$ cat src/rtl/stopwatch_counter.sv
// Stopwatch counter: MM:SS BCD time base with run/pause/adjust control.
// unit_clock and blink_clock are slow, asynchronous tick sources; they are
// synchronized and edge-detected here. The edge detector is held off until
// its previous-value flop holds a real post-reset sample. A level that is
// already high when reset releases therefore does not count as a tick.
module stopwatch_counter (
    input  logic       internal_clk,
    input  logic       reset,
    input  logic       unit_clock,
    input  logic       blink_clock,
    input  logic       pause_btn,
    input  logic       clear,
    input  logic       adj,
    input  logic       sel,
    output logic [3:0] min_tens,
    output logic [3:0] min_ones,
    output logic [3:0] sec_tens,
    output logic [3:0] sec_ones,
    output logic [3:0] blank,
    output logic       running
);

    typedef enum logic [1:0] {
        PAUSED = 2'd0,
        RUN    = 2'd1,
        ADJUST = 2'd2
    } state_t;

    state_t     state;
    state_t     state_next;
    logic       resume_run;
    logic       resume_run_next;

    logic       unit_sync1, unit_sync2, unit_prev;
    logic       blink_sync1, blink_sync2, blink_prev;
    logic [2:0] fill;
    logic       unit_tick, blink_tick;

    logic [3:0] min_tens_next, min_ones_next, sec_tens_next, sec_ones_next;
    logic [3:0] blank_next;

    // Advance a two-digit BCD field by one, wrapping 59 -> 00.
    function automatic logic [7:0] inc59(input logic [3:0] tens, input logic [3:0] ones);
        if (ones == 4'd9)
            return (tens == 4'd5) ? 8'h00 : {tens + 4'd1, 4'd0};
        else
            return {tens, ones + 4'd1};
    endfunction

    // Synchronizers, previous-value flops, and post-reset fill tracker.
    always_ff @(posedge internal_clk or posedge reset) begin
        if (reset) begin
            unit_sync1  <= 1'b0;
            unit_sync2  <= 1'b0;
            unit_prev   <= 1'b0;
            blink_sync1 <= 1'b0;
            blink_sync2 <= 1'b0;
            blink_prev  <= 1'b0;
            fill        <= 3'b000;
        end else begin
            unit_sync1  <= unit_clock;
            unit_sync2  <= unit_sync1;
            unit_prev   <= unit_sync2;
            blink_sync1 <= blink_clock;
            blink_sync2 <= blink_sync1;
            blink_prev  <= blink_sync2;
            fill        <= {fill[1:0], 1'b1};
        end
    end

    // fill[2] marks the prev flops as holding genuine samples, not reset zeros.
    assign unit_tick  = unit_sync2 & ~unit_prev & fill[2];
    assign blink_tick = blink_sync2 & ~blink_prev & fill[2];

    // State and resume-flag register.
    always_ff @(posedge internal_clk or posedge reset) begin
        if (reset) begin
            state      <= PAUSED;
            resume_run <= 1'b0;
        end else begin
            state      <= state_next;
            resume_run <= resume_run_next;
        end
    end

    // Next-state logic; adj wins over pause_btn, pause_btn is ignored in ADJUST.
    always_comb begin
        state_next      = state;
        resume_run_next = resume_run;
        case (state)
            PAUSED: begin
                if (adj) begin
                    state_next      = ADJUST;
                    resume_run_next = 1'b0;
                end else if (pause_btn) begin
                    state_next = RUN;
                end
            end
            RUN: begin
                if (adj) begin
                    state_next      = ADJUST;
                    resume_run_next = 1'b1;
                end else if (pause_btn) begin
                    state_next = PAUSED;
                end
            end
            ADJUST: begin
                if (!adj)
                    state_next = resume_run ? RUN : PAUSED;
            end
            default: state_next = PAUSED;
        endcase
    end

    // Next time value; tick effects use the current state, clear overrides all.
    always_comb begin
        min_tens_next = min_tens;
        min_ones_next = min_ones;
        sec_tens_next = sec_tens;
        sec_ones_next = sec_ones;
        if (clear) begin
            min_tens_next = 4'd0;
            min_ones_next = 4'd0;
            sec_tens_next = 4'd0;
            sec_ones_next = 4'd0;
        end else if (state == RUN && unit_tick) begin
            {sec_tens_next, sec_ones_next} = inc59(sec_tens, sec_ones);
            if (sec_tens == 4'd5 && sec_ones == 4'd9)
                {min_tens_next, min_ones_next} = inc59(min_tens, min_ones);
        end else if (state == ADJUST && blink_tick) begin
            if (sel)
                {min_tens_next, min_ones_next} = inc59(min_tens, min_ones);
            else
                {sec_tens_next, sec_ones_next} = inc59(sec_tens, sec_ones);
        end
    end

    // Blank pattern computed from next state; blink_sync1 is the upcoming sync2,
    // so the registered blank lines up with the registered state and sync2.
    always_comb begin
        blank_next = 4'b0000;
        if (state_next == ADJUST)
            blank_next = sel ? {blink_sync1, blink_sync1, 2'b00}
                             : {2'b00, blink_sync1, blink_sync1};
    end

    // Registered outputs.
    always_ff @(posedge internal_clk or posedge reset) begin
        if (reset) begin
            min_tens <= 4'd0;
            min_ones <= 4'd0;
            sec_tens <= 4'd0;
            sec_ones <= 4'd0;
            blank    <= 4'b0000;
            running  <= 1'b0;
        end else begin
            min_tens <= min_tens_next;
            min_ones <= min_ones_next;
            sec_tens <= sec_tens_next;
            sec_ones <= sec_ones_next;
            blank    <= blank_next;
            running  <= (state_next == RUN);
        end
    end

endmodule

$ cat config.mk
export PLATFORM = sky130hd
export DESIGN_NAME = stopwatch_counter
export DESIGN_NICKNAME = d
export VERILOG_FILES = /design/src/rtl/stopwatch_counter.sv
export SDC_FILE = /design/constraint.sdc
export NUM_CORES = 1
export LEC_CHECK = 0
export ABC_AREA = 1
export BUFFER_PORTS_ARGS = -buffer_cell sky130_fd_sc_hd__buf_2
export CAP_MARGIN = 10
export CORE_MARGIN = 2
export CORE_UTILIZATION = 58
export DETAILED_ROUTE_END_ITERATION = 16
export PLACE_DENSITY = 0.83
export REMOVE_ABC_BUFFERS = 1
export SYNTH_ARGS = -nofsm -noshare
export SYNTH_HDL_FRONTEND = slang
export SYNTH_SLANG_ARGS = --single-unit
$ cat constraint.sdc
create_clock -name internal_clk -period 2.3 [get_ports internal_clk]
set_input_delay 0.115 -clock internal_clk [delete_from_list [all_inputs] [get_ports internal_clk]]
set_output_delay 0.115 -clock internal_clk [all_outputs]
set_load 0.005 [all_outputs]
==> results of run 1 <==
-- cell usage in the layout, fill, tap and decap left out, drive strengths merged --
master and n:
a21oi 3, clkinv 1, nand3 20, conb 1, buf 29, a211oi 2, bufinv 1, ha 8
nor3 2, xnor2 1, nand2 36, or2 2, nor2 20, o21ai 8, clkbuf 6, inv 22
dfrtp 31, dlygate4sd3 5, nand4 6, xor2 5
-- cell type report --
| class | instances | share of cell area |
|---|---|---|
| Clock buffer | 6 | 0.0282 |
| Clock inverter | 2 | 0.0192 |
| Inverter | 22 | 0.0453 |
| Multi-Input combinational cell | 114 | 0.352 |
| Sequential cell | 31 | 0.426 |
| Tap cell | 30 | 0.0206 |
| Timing Repair Buffer | 34 | 0.109 |
-- logic make-up after synthesis --
group / Yosys count
AND/OR/NAND/NOR: 86
flip-flops: 31
buffers and inverters: 25
AO/OA/AOI/OAI: 13
adder cells (fa/ha/maj): 8
XOR/XNOR: 6
other: 1
-- worst min-delay path by stage --
| stage | startpoint | endpoint | slack, ns | depth (start not counted) |
|---|---|---|---|---|
| final | clear | sec_ones[3] | 0.14 | 4 |
| after CTS | clear | sec_ones[3] | 0.13 | 4 |
| after global routing | clear | sec_ones[3] | 0.15 | 4 |
| after floorplan | blink_clock | blink_sync1 | 0.15 | 0 |
| after global placement | reset | min_ones[0] | 0.20 | 3 |
| after detailed placement | reset | unit_sync1 | 0.22 | 3 |
-- tightest hold or removal path, cell delays in order --
cell and delay [ns]:
buf_2 0.15, nor2_4 0.07, nand3_1 0.06, nand2_1 0.05
-- flip-flops by register name, indices dropped and copies added (netlist names) --
name	count
min_ones	4
min_tens	4
sec_ones	4
sec_tens	4
fill	3
blank	2
state	2
blink_prev	1
blink_sync1	1
blink_sync2	1
resume_run	1
running	1
unit_prev	1
unit_sync1	1
unit_sync2	1
-- through the flow --
step                 util  std cells  total power, mW  area, µm²  setup slack (ns)
finish              0.735        239             1.20       1820             0.686
floorplan               -        167            0.699       1500             0.896
global route        0.735        239             1.26       1820             0.523
CTS                 0.735        239             1.21       1820             0.704
global placement    0.680        226            0.743       1690             0.820
detailed placement  0.680        226            0.753       1690             0.741
-- layer usage --
layer,track usage,wire length (µm),vias up
li1,-,-,619
met2,0.349,1440,32
met4,0.105,63,0
met5,0,0,-
met3,0.0445,124,6
met1,0.257,1280,605
-- what timing repair did --
| item | in CTS | in global routing |
|---|---|---|
| resized for setup | 0 | 0 |
| hold buffers | 5 | 0 |
| endpoints found under the hold margin | 36 | 0 |
| buffers inserted | 0 | 0 |
-- where the power goes --
part	leakage [nW]	switching (mW)	internal (mW)
Sequential	0.401	0.0322	0.578
Clock	0.0482	0.188	0.257
Combinational	0.534	0.0848	0.0587
Total	0.983	0.305	0.893
==> results.tsv, run 1 <==
metric	value	unit
status	finished clean	
port_buffers	28	
yosys-top-cells-area	dfrtp_1 (51%), nand2_1 (8.1%), ha_1 (6.6%)	
max_freq	619	MHz
cts_tree	done	
endpoint	min_tens[2]	
clk_pin_slew	0.10	ns
cp_data_required_time	2.52	ns
critical_path.reg2reg.endpoint	min_tens[2]	
fillers	175	
cpMostUsedCell	nand2_1	
synth-seq-cells	31	
synth_enable_flop_cells	0	
synth_compound_area_frac	0.0459	
fp.dieW	55.3	µm
multi_input_area	642	µm²
grt_max_degree	32	
crit_type	flop to flop	
synthToLayoutAreaGrowth	19.3	%
drc_errors	0	
core	2480	µm²
drive_above_1_share	0.234	
synth_top_cell_area_share	0.508	
fin_crit_sh	0.702	
synth_warnings	0	
avgRoutedWirePerCell	12.2	µm
cpLargestDelayFamily	simple AND/OR/NAND/NOR gates	
synth_xor_area_frac	0.0344	
numCtsBuffers	5	
crit_chain	inv_1 > ha_1 > nand3_2 > nor2_2 > nand2_2 > nand3_2 > nand2_1 > nand2_1 > nand2_1	
critPathSlowestCell	dfrtp_1	
place_congestion	0.774	
start_util	0.616	
seq_area	776	µm²
synth_mux_area_frac	0	
skew	0.0100	ns
synth_cell_types	24	
fin_hold_ws	0.140	ns
drv_cap	0	
cts.sink_count	31	
totalWireLength	2.91	mm
cts_root_buf	clkbuf_4	
path_depth	9	
cp-end-kind	flop	
start_kind	flop	
die_area	3060	µm²
synth.largest_area_cell	dfrtp_1	
r2r_cells	9	
post-route-min-period	1.61	ns
io_pins	29	
fin_nets	224	
crit_path_max_fanout	12	
worstSetupStartpoint	sec_ones[1]	
synth_top_family_by_area	simple AND/OR/NAND/NOR gates	
cp.buffers_inverters	1	
cp_slowest_stage_delay	0.42	ns
first_iter_violations	26	
h-tree-depth	2	
vias_per_cell	5.28	
hold_path_class	input port to flop	
synthCells	170	
antenna_found_initial	0	
groute.usage.overall	0.210	
leakage	0.983	nW
fin_tns_setup	0	ns
finalSetupViolCount	0	
dr.pass1.iters	4	
hold_viol_final	0	
synth_commonest_cells	nand2_1 (33), dfrtp_1 (31), inv_1 (19), nand3_1 (17), nor2_1 (17)	
insertion_delay	0.33	ns
rsz0062_at_grt	false	
die_y	55.3	µm
drv_slew	0	
r2r_setup_slack	0.69	ns
syn_avg_cell_area	8.98	µm²
ys.flop_type	dfrtp_1	
yosysMostFrequentCell	nand2_1	
postRouteAntennaNets	0	
netlist_area	1530	µm²
grt_first_pass_wirelength	5.03	mm
grt-ovfl-total	0	
n_antenna_cell	0	
ys_seq_area_frac	0.508	
hpwl	1.98	mm
p_per_area	658	nW/µm²
vias	1262	
regToRegStartpoint	sec_ones[1]	
grt_pass1_vias	1191	
ys_async_sr_fraction	1.00	
clockBufferDepth	2	
synthSimpleGateAreaFrac	0.272	
peakVddDrop	621	µV
rows	18	
synth_adder_area_share	0.0656	
arrival	1.83	ns
No activity file was read; power rests on OpenSTA's default activity.
==> run 2, diff against run 1 <==
--- a/config.mk
+++ b/config.mk
@@ -9,9 +9,9 @@
 export BUFFER_PORTS_ARGS = -buffer_cell sky130_fd_sc_hd__buf_2
 export CAP_MARGIN = 10
 export CORE_MARGIN = 2
-export CORE_UTILIZATION = 58
+export CORE_UTILIZATION = 54
 export DETAILED_ROUTE_END_ITERATION = 16
-export PLACE_DENSITY = 0.83
+export PLACE_DENSITY = 0.78
 export REMOVE_ABC_BUFFERS = 1
 export SYNTH_ARGS = -nofsm -noshare
 export SYNTH_HDL_FRONTEND = slang
==> constraint.sdc (replaced) <==
create_clock -name internal_clk -period 1.63 [get_ports internal_clk]
set_input_delay 0.0815 -clock internal_clk [delete_from_list [all_inputs] [get_ports internal_clk]]
set_output_delay 0.0815 -clock internal_clk [all_outputs]
set_load 0.005 [all_outputs]
==> results.tsv, run 2 (synthesis gave the netlist of run 1 again) <==
metric	value	unit
grt_max_degree	32	
start_util	0.563	
cts_root_buf	clkbuf_4	
vias_per_cell	5.00	
antenna_found_initial	0	
fillers	230	
post_cts.repair.setup_buffers	0	
clkPwrFrac	0.303	
fin_nets	225	
p_per_area	836	nW/µm²
skew	0.00939	ns
grt_pass1_vias	1175	
status	finished clean	
finalSetupViolCount	0	
peakVddDrop	869	µV
fin_hold_ws	0.107	ns
vias	1204	
cp_slowest_stage_delay	0.42	ns
n_antenna_cell	0	
hold_viol_final	0	
first_iter_violations	51	
synthToLayoutAreaGrowth	18.9	%
power_switching	445	µW
grt-ovfl-total	0	
rsz0062_at_grt	false	
h-tree-depth	2	
rows	19	
postRouteAntennaNets	0	
critPathSlowestCell	dfrtp_1	
avgRoutedWirePerCell	11.2	µm
drv_cap	0	
arrival	1.69	ns
crit_path_max_fanout	12	
core	2710	µm²
numCtsBuffers	5	
leakage	0.969	nW
fp.dieW	57.2	µm
groute.usage.overall	0.194	
clockBufferDepth	2	
mostFrequentLayoutCells	nand2_1 (32), dfrtp_1 (31), buf_2 (28)	
io_pins	29	
insertion_delay	0.34	ns
drive_above_1_share	0.248	
fin_tns_setup	0	ns
hpwl	1.99	mm
cp-end-kind	flop	
p_seq_frac	0.566	
cp.buffers_inverters	1	
max_freq	684	MHz
cp_data_required_time	1.86	ns
finalPower	1.52	mW
place_congestion	0.845	
drc_errors	0	
p_int	1.07	mW
cts_tree	done	
switching_share	0.293	
dr.pass1.iters	4	
post-route-min-period	1.46	ns
die_y	57.2	µm
cts.sink_count	31	
port_buffers	28	
hold_path_class	input port to flop	
fin_crit_sh	0.897	
layout_commonest_cell	nand2_1	
totalWireLength	2.70	mm
drv_slew	0	
die_area	3270	µm²
cpLargestDelayFamily	simple AND/OR/NAND/NOR gates	
crit_type	flop to flop	
clk_pin_slew	0.10	ns
p_comb_frac	0.132	
start_kind	flop	
crit_chain	inv_1 > ha_1 > nand3_2 > nor2_2 > nand2_2 > nand3_4 > nand2_2 > nand2_1 > nand2_1	
grt_first_pass_wirelength	4.84	mm
-- run 2: cell types whose count changed in the layout (fill, tap and decap cells not counted), sizes merged --
cell	change
bufinv	-1
inv	+1
buf	+1
clkbuf	-1
clkinvlp	+2
clkinv	-1
-- run 2: power by group through the flow --
stage	combinational, mW	clock [mW]	sequential (mW)
final	0.199	0.459	0.858
after global routing	0.231	0.513	0.868
after CTS	0.200	0.483	0.859
after detailed placement	0.191	0	0.874
after global placement	0.181	0	0.868
after floorplan	0.117	0	0.869
-- run 2: what timing repair did --
action                                  in CTS  in global routing
hold endpoints to repair                    38                  0
hold buffers                                 5                  0
resized for setup                            0                  3
endpoints found under the setup margin       0                  4
-- run 2: final timing paths --
check | start | end | slack, ns | cells past startpoint
worst max-delay path | sec_ones[1] | min_tens[1] | 0.17 | 9
worst min-delay path | clear | sec_ones[3] | 0.11 | 4
worst max register to register | sec_ones[1] | min_tens[1] | 0.17 | 9
worst min register to register | unit_sync1 | unit_sync2 | 0.36 | 0
max in group asynchronous | reset | sec_ones[0] | 1.00 | 4
min in group asynchronous | reset | sec_tens[2] | 0.34 | 4
-- run 2: metrics by stage --
step,util,setup WS [ns],std cells,area (µm²)
finish,0.670,0.167,241,1820
global route,0.670,0.0228,241,1820
CTS,0.666,0.0587,241,1810
detailed placement,0.625,0.0798,228,1690
global placement,0.625,0.138,228,1690
floorplan,-,0.226,167,1500
-- run 2: layout make-up --
class,instances,area (µm²),area share
flip-flops and latches,31,776,0.427
multi-input cells,114,652,0.359
repair buffers,35,205,0.113
inverters,22,82.6,0.0455
well taps,31,38.8,0.0214
clock buffers,5,37.5,0.0207
clock inverters,3,23.8,0.0131
-- run 2: tightest hold or removal path: cells and delay by family --
kind | cells | cell delay (ns)
buf+inv | 1 | 0.15
simple gates | 3 | 0.18
-- run 2: layer usage --
| metal | global-route usage | vias up | routed length (µm) |
|---|---|---|---|
| met2 | 0.328 | 27 | 1300 |
| met1 | 0.233 | 552 | 1250 |
| met4 | 0.0598 | 0 | 35 |
| met3 | 0.0680 | 4 | 119 |
| met5 | 0 | - | 0 |
| li1 | - | 621 | - |
